**src/rtl/data_cache_pkg.sv**
```systemverilog
// Shared types and default sizes for the data-cache tag controller.
package data_cache_pkg;

  localparam int IDX_W_DEF = 4;
  localparam int TAG_W_DEF = 23;

  // Controller modes: post-reset clear, normal service, whole-array invalidate.
  typedef enum logic [1:0] {
    ST_INIT  = 2'd0,
    ST_RUN   = 2'd1,
    ST_FLUSH = 2'd2
  } state_e;

  // One tag-array word: valid bit above the stored tag.
  typedef struct packed {
    logic                 valid;
    logic [TAG_W_DEF-1:0] tag;
  } tag_word_t;

endpackage

```
**src/rtl/data_cache_tag_ctrl.sv**
```systemverilog
// Data-cache tag-array controller: clears the array after reset, arbitrates
// invalidate-all / fill / lookup onto a single-port SRAM and returns lookup
// hit/tag one cycle after the read grant.
// Optional macro TAG_CTRL_STARVE_GUARD_EN adds a lookup anti-starvation counter.
module data_cache_tag_ctrl
  import data_cache_pkg::*;
#(
  parameter int IDX_W = IDX_W_DEF,
  parameter int TAG_W = TAG_W_DEF
) (
  input  logic             clk,
  input  logic             rst_n,
  input  logic             lookup_req,
  input  logic [IDX_W-1:0] lookup_idx,
  input  logic [TAG_W-1:0] lookup_cmp_tag,
  output logic             lookup_gnt,
  output logic             lookup_rvalid,
  output logic             lookup_hit,
  output logic [TAG_W-1:0] lookup_tag,
  input  logic             fill_req,
  input  logic [IDX_W-1:0] fill_idx,
  input  logic [TAG_W-1:0] fill_tag,
  output logic             fill_gnt,
  input  logic             inv_all_req,
  output logic             inv_all_done,
  output logic             init_done,
  output logic             sram_csb0,
  output logic             sram_web0,
  output logic [IDX_W-1:0] sram_addr0,
  output logic [TAG_W:0]   sram_din0,
  input  logic [TAG_W:0]   sram_dout0
);

  state_e           state_q, state_d;
  logic [IDX_W-1:0] idx_q, idx_d;
  logic             init_done_q, init_done_d;
  logic             inv_done_q, inv_done_d;
  logic             rvalid_q, rvalid_d;
  logic [TAG_W-1:0] cmp_tag_q, cmp_tag_d;

  logic             last_idx;
  logic             inv_take;
  logic             starve_pick;

  assign last_idx = (idx_q == {IDX_W{1'b1}});
  // The requester still holds inv_all_req during the done pulse; ignore it then.
  assign inv_take = inv_all_req && !inv_done_q;

`ifdef TAG_CTRL_STARVE_GUARD_EN
  logic [1:0] starve_q, starve_d;

  assign starve_pick = (state_q == ST_RUN) && !inv_take && fill_req && lookup_req
                       && (starve_q == 2'd3);

  // Count consecutive RUN cycles in which a waiting lookup lost to a fill.
  always_comb begin
    starve_d = 2'd0;
    if (state_q == ST_RUN && !inv_take && fill_req && lookup_req && !starve_pick) begin
      starve_d = (starve_q == 2'd3) ? 2'd3 : starve_q + 2'd1;
    end
  end

  // Starvation counter register.
  always_ff @(posedge clk or negedge rst_n) begin
    if (!rst_n) begin
      starve_q <= 2'd0;
    end else begin
      starve_q <= starve_d;
    end
  end
`else
  assign starve_pick = 1'b0;
`endif

  // Next-state, arbitration and the single SRAM access for this cycle.
  always_comb begin
    // NOTE: every output of this block gets a default first so no latch is inferred.
    state_d     = state_q;
    idx_d       = idx_q;
    init_done_d = init_done_q;
    inv_done_d  = 1'b0;
    rvalid_d    = 1'b0;
    cmp_tag_d   = cmp_tag_q;
    lookup_gnt  = 1'b0;
    fill_gnt    = 1'b0;
    sram_csb0   = 1'b1;
    sram_web0   = 1'b1;
    sram_addr0  = '0;
    sram_din0   = '0;

    case (state_q)
      ST_INIT, ST_FLUSH: begin
        sram_csb0 = 1'b0;
        sram_web0 = 1'b0;
        sram_addr0 = idx_q;
        idx_d = idx_q + 1'b1;
        if (last_idx) begin
          state_d     = ST_RUN;
          init_done_d = 1'b1;
          inv_done_d  = (state_q == ST_FLUSH);
        end
      end
      ST_RUN: begin
        if (inv_take) begin
          state_d = ST_FLUSH;
          idx_d   = '0;
        end else if (fill_req && !starve_pick) begin
          fill_gnt   = 1'b1;
          sram_csb0  = 1'b0;
          sram_web0  = 1'b0;
          sram_addr0 = fill_idx;
          sram_din0  = {1'b1, fill_tag};
        end else if (lookup_req) begin
          lookup_gnt = 1'b1;
          sram_csb0  = 1'b0;
          sram_addr0 = lookup_idx;
          rvalid_d   = 1'b1;
          cmp_tag_d  = lookup_cmp_tag;
        end
      end
      default: begin
        state_d = ST_INIT;
        idx_d   = '0;
      end
    endcase
  end

  // Controller state registers; reset abandons any sweep or pending response.
  always_ff @(posedge clk or negedge rst_n) begin
    if (!rst_n) begin
      state_q     <= ST_INIT;
      idx_q       <= '0;
      init_done_q <= 1'b0;
      inv_done_q  <= 1'b0;
      rvalid_q    <= 1'b0;
      cmp_tag_q   <= '0;
    end else begin
      // NOTE: non-blocking assignments so every flop samples pre-edge values.
      state_q     <= state_d;
      idx_q       <= idx_d;
      init_done_q <= init_done_d;
      inv_done_q  <= inv_done_d;
      rvalid_q    <= rvalid_d;
      cmp_tag_q   <= cmp_tag_d;
    end
  end

  assign init_done     = init_done_q;
  assign inv_all_done  = inv_done_q;
  assign lookup_rvalid = rvalid_q;
  assign lookup_tag    = rvalid_q ? sram_dout0[TAG_W-1:0] : '0;
  assign lookup_hit    = rvalid_q && sram_dout0[TAG_W]
                         && (sram_dout0[TAG_W-1:0] == cmp_tag_q);

endmodule

```
**config.mk**
```make
export PLATFORM = sky130hd
export DESIGN_NAME = data_cache_tag_ctrl
export DESIGN_NICKNAME = d
export VERILOG_FILES = /design/src/rtl/data_cache_pkg.sv /design/src/rtl/data_cache_tag_ctrl.sv
export SDC_FILE = /design/constraint.sdc
export NUM_CORES = 1
export LEC_CHECK = 0
export ABC_AREA = 1
export BUFFER_PORTS_ARGS = -buffer_cell sky130_fd_sc_hd__buf_2
export CAP_MARGIN = 20
export CORE_ASPECT_RATIO = 0.5
export CORE_MARGIN = 2
export CORE_UTILIZATION = 46
export CTS_CLUSTER_SIZE = 20
export DETAILED_ROUTE_END_ITERATION = 12
export GPL_ROUTABILITY_DRIVEN = 0
export GPL_TIMING_DRIVEN = 1
export HOLD_SLACK_MARGIN = 0.03
export PLACE_DENSITY = 0.84
export SYNTH_ARGS = -nofsm -noshare
export SYNTH_HDL_FRONTEND = slang
export SYNTH_SLANG_ARGS = --single-unit
export TNS_END_PERCENT = 5
```
**constraint.sdc**
```tcl
create_clock -name clk -period 4.1 [get_ports clk]
set_clock_uncertainty 0.1 [all_clocks]
set_input_delay 0.82 -clock clk [delete_from_list [all_inputs] [get_ports clk]]
set_output_delay 0.82 -clock clk [all_outputs]
set_load 0.1 [all_outputs]
```
-- After elaboration in Yosys (flattened, before gate mapping)
Index checks and enable logic that the tools add are counted.
- register bits: 32
- input bits: 83
- logic and storage cells: 53
- add/sub/neg operators: 1
- equality and inequality tests: 6
- muxes and demuxes: 29
- bitwise logic cells: 2
- reduce and logical (&&, ||, !) cells: 9
- operator list (kind ; number):
    two-way mux 24 bit ; 3
    == test 23 bit ; 1
    two-way mux 23 bit ; 1
    two-way mux 4 bit ; 4
    case mux 4 bit (2 select lines) ; 2
    two-way mux 1 bit ; 14
    adder 4 x 1 -> 4 bit (second input constant) ; 1
    == test 4 bit (second input constant) ; 1
    two-way mux 2 bit ; 2
    != test 2 bit (second input constant) ; 2
    case mux 1 bit (2 select lines) ; 2
    case mux 2 bit (2 select lines) ; 1
    AND reduction 2 bit ; 2
    AND reduction 4 bit ; 1
    logical AND 1 bit ; 3
    == test 2 x 1 -> 1 bit (second input constant) ; 1
    == test 2 bit (second input constant) ; 1
    zero test 2 bit ; 1
    inverter 1 bit ; 2
    OR reduction 2 bit ; 1
    zero test 1 bit ; 1

-- Depth between registers and ports, before layout
- depth in word-level cells: 4
- gate-level depth with buffers: 8

-- Worst setup path after synthesis
OpenSTA, ideal clock, no wires.
- kind: reg2out
- start: register inv_done_q, in the netlist inv_all_done
- end: output sram_din0[10]
- arrival: 3.470 ns
- path slack: -0.290 ns
- stages on the path, launching flop included: 8
- buffers on the path: 1
- cell sequence: dfrtp_1 -> inv_1 -> nand2_1 -> nand3_2 -> nor2_4 -> inv_2 -> buf_6 -> nor2_1
- longest elaborated chain between the ends: 4
- ends and longest elaborated chain (what ; RTL line ; source):
    from (decl) ; data_cache_tag_ctrl.sv:37 ; logic inv_done_q, inv_done_d;
    from (signal assigned) ; data_cache_tag_ctrl.sv:142 ; inv_done_q <= inv_done_d;
    zero test 1 bit ; data_cache_tag_ctrl.sv:47 ; assign inv_take = inv_all_req && !inv_done_q;
    logical AND 1 bit ; data_cache_tag_ctrl.sv:47 ;
    two-way mux 24 bit ; data_cache_tag_ctrl.sv:104 ; if (inv_take) begin
    two-way mux 24 bit ; data_cache_tag_ctrl.sv:91 ; case (state_q)
    to (decl) ; data_cache_tag_ctrl.sv:30 ; output logic [TAG_W:0] sram_din0,
Every way passes these cells.

-- Worst setup path in the final report
- start: input inv_all_req
- end: output sram_addr0[3]
- longest elaborated chain between the ends: 3
- ends and longest elaborated chain (what ; RTL line ; source):
    from (decl) ; data_cache_tag_ctrl.sv:24 ; input logic inv_all_req,
    logical AND 1 bit ; data_cache_tag_ctrl.sv:47 ;
    two-way mux 4 bit ; data_cache_tag_ctrl.sv:104 ;
    case mux 4 bit (2 select lines) ; data_cache_tag_ctrl.sv:91 ;
    to (decl) ; data_cache_tag_ctrl.sv:29 ; output logic [IDX_W-1:0] sram_addr0,
Every way passes these cells.

==> results.sh <==
export IMPL_synth_cells=359
export IMPL_hold_slack_ns=0.383
export IMPL_r2r_slack_ns=2.23
export IMPL_vias=2436
export IMPL_routed_via_density=4.30
export IMPL_drv_slew=0
export IMPL_ys_seq_area_share_pct=36.7
export IMPL_cts_num_sinks=32
export IMPL_critical_path_cell_count=7
export IMPL_hold_viol_final=0
export IMPL_cp_cell_sequence="buf_2, a21oi_2, nand2_2, clkinv_2, nand2_1, o211ai_1, buf_2"
export IMPL_placed_area_mm2=0.00290
export IMPL_p_leak_uw=0.00212
export IMPL_fp_dieH_um=52.7
export IMPL_max_cap_violations=0
export IMPL_grt_max_degree=33
export IMPL_critPathMaxFanout=17
export IMPL_clock_latency_ns=0.28
export IMPL_critical_path_class="in2out"
export IMPL_nets=583
export IMPL_cp_data_required_time_ns=3.18
export IMPL_synth_avg_cell_area_um2=6.09
export IMPL_start_kind="primary input"
export IMPL_slowest_stage="buf_2"
export IMPL_dp_hpwl_mm=4.32
export IMPL_min_period_ns=3.11
export IMPL_cp_endpoint="sram_addr0[3]"
export IMPL_grt_overflow_total=0
export IMPL_drtAntennaViolNets=0
export IMPL_fmax_ghz=0.322
export IMPL_start_util_pct=48.7
export IMPL_cts_repair_resized=0
export IMPL_die_w_um=101
export IMPL_routed_wl_mm=5.33
export IMPL_synth_fp_nets=443
export IMPL_worstMarginPinSlew_ns=0.676
export IMPL_post_cts_setup_buffer_count=0
export IMPL_place_inst=558
export IMPL_cts_made_buffers=5
export IMPL_design_area_mm2=0.00299
export IMPL_critPathTopFamily="buffers and inverters"
export IMPL_worst_setup_path_end_kind="output port"
export IMPL_cts_root_buf="clkbuf_8"
export IMPL_cp_startpoint="inv_all_req"
export IMPL_dr_pass1_iters=4
export IMPL_grt_pass1_vias=2093
export IMPL_cts_tree="done"
export IMPL_htree_levels=2
export IMPL_io_pins=142
export IMPL_hold_class="reg2reg"
export IMPL_grtUsageTotal_pct=21.4
export IMPL_drc=0
export IMPL_instances_no_fill=566
export IMPL_r2r_start="state_q[1]"
export IMPL_rsz0062_at_grt="no"
export IMPL_die_area_mm2=0.00535
export IMPL_fin_total_pwr_uw=1630
export IMPL_ys_ff_latch=32
export IMPL_cp_slowest_stage_delay_ns=0.45
export IMPL_yosysWarnings=0
export IMPL_drive_gt1_share_pct=31.2
export IMPL_antenna_found_initial=0
export IMPL_finalSetupViolCount=0
export IMPL_syn_to_final_growth_pct=36.9
export IMPL_tns_ns=0
export IMPL_crit_path_frequent_cell="buf_2"
export IMPL_grt_pass1_wl_mm=8.76
export IMPL_core_mm2=0.00449
export IMPL_clkTransAtPathRegs_ns=0.06
export IMPL_rows=17
export IMPL_insertedDiodeCount=0
export IMPL_worstRegToRegCells=8
export IMPL_fin_crit_sh_pct=75.7
export IMPL_p_per_area_mw_per_mm2=546
export IMPL_ys_types=29
export IMPL_cp_num_buf_inv=3
export IMPL_worstPathArrival_ns=2.19
export IMPL_clockBufferDepth=2
export IMPL_maxSlewHeadroom_pct=54.9
export IMPL_outcome="finished, final reports clean"
export IMPL_drt_iter0_drc=98
export IMPL_ctsHoldBuffers=0
export IMPL_wire_per_inst_um=9.42
export IMPL_portBuffers=141
export IMPL_syn_area_mm2=0.00218
export IMPL_r2r_end="cmp_tag_q[13]"
export IMPL_peakVddDrop_uv=609
-- cell families after synthesis --
family	synth area share, %
AND/OR/NAND/NOR	34.4
buffers and inverters	19.5
AO/OA/AOI/OAI	8.48
flip-flops	36.7
XOR/XNOR	0.401
adder cells (fa/ha/maj)	0.573
-- final cells by class --
| type | count | area, um2 |
|---|---|---|
| fillers | 420 | 1500 |
| multi-input cells | 227 | 957 |
| flip-flops and latches | 32 | 801 |
| repair buffers | 143 | 721 |
| inverters | 90 | 339 |
| clock buffers | 8 | 90.1 |
| well taps | 66 | 82.6 |
-- per-layer routing --
metal,vias up,GRT usage [%],wire length (um)
met5,-,0,0
met4,0,7.43,59
met3,7,4.93,317
met2,61,40.3,2690
met1,1058,24.2,2270
li1,1310,-,-
-- where the power goes --
part | leakage, uW | internal, uW | total, uW | switching (uW)
clock | 0.0000455 | 137 | 245 | 108
combinational | 0.00168 | 219 | 858 | 639
sequential | 0.000387 | 443 | 531 | 87.8
total | 0.00212 | 799 | 1630 | 835
-- Yosys cell counts --
cell type	instances	area share, %
inv_2	1	0.17
nor3_1	1	0.23
a21oi_2	1	0.40
nand2_1	136	23
clkbuf_1	2	0.34
a22oi_1	2	0.69
nand3_1	1	0.23
and2_0	1	0.29
inv_1	87	15
o32ai_1	1	0.40
ha_1	1	0.57
clkinv_1	1	0.17
o21ai_1	12	2.7
nand3_2	1	0.46
clkinv_2	1	0.23
dfrtp_1	32	37
nor2b_1	1	0.29
nor2_4	1	0.52
a21oi_1	1	0.23
a31oi_1	1	0.29
o21ai_0	8	1.8
o22ai_1	3	0.86
xor2_1	1	0.40
buf_6	6	3.1
nand2_2	2	0.57
o211ai_1	3	1.0
nor2_1	49	8.4
buf_4	1	0.34
buf_2	1	0.23
-- per-stage QoR --
step                      utilization [%]  worst slack, ns
after floorplan                         -           -0.290
after global placement               64.6             1.03
after detailed placement             64.6            0.991
after CTS                            66.6            0.990
after global routing                 66.6            0.864
final                                66.6            0.995
-- cell usage in the layout (no fill, tap or decap), drive strengths merged --
cell      n
dfrtp    32
nand3     2
ha        1
o32ai     1
a22oi     2
o21ai    20
o22ai     3
a21oi     2
inv      88
nor2b     1
nor2     50
buf     143
xor2      1
and2      1
nor3      1
a31oi     1
clkbuf    8
o211ai    3
nand2   138
clkinv    2
-- worst min path at each step --
stage	from	end	slack (ns)	depth (start not counted)
finish	init_done	init_done	0.38	2
global route	init_done	init_done	0.42	2
CTS	init_done	init_done	0.39	2
detailed placement	init_done	init_done	0.37	2
global placement	init_done	init_done	0.35	2
floorplan	cmp_tag_q[15]	cmp_tag_q[15]	0.37	2
-- sequential cells by signal (all words and copies together), names as in the netlist --
| signal | cells |
|---|---|
| cmp_tag_q | 23 |
| state_q | 2 |
| inv_all_done | 1 |
| lookup_rvalid | 1 |
| init_done | 1 |
| idx_q | 4 |
-- tightest hold or removal path, cell delays in order, from the launching register on --
cell	delay [ns]
dfrtp_1	0.35
inv_1	0.04
nand2_1	0.06
Power figures use the tool's default switching activity.
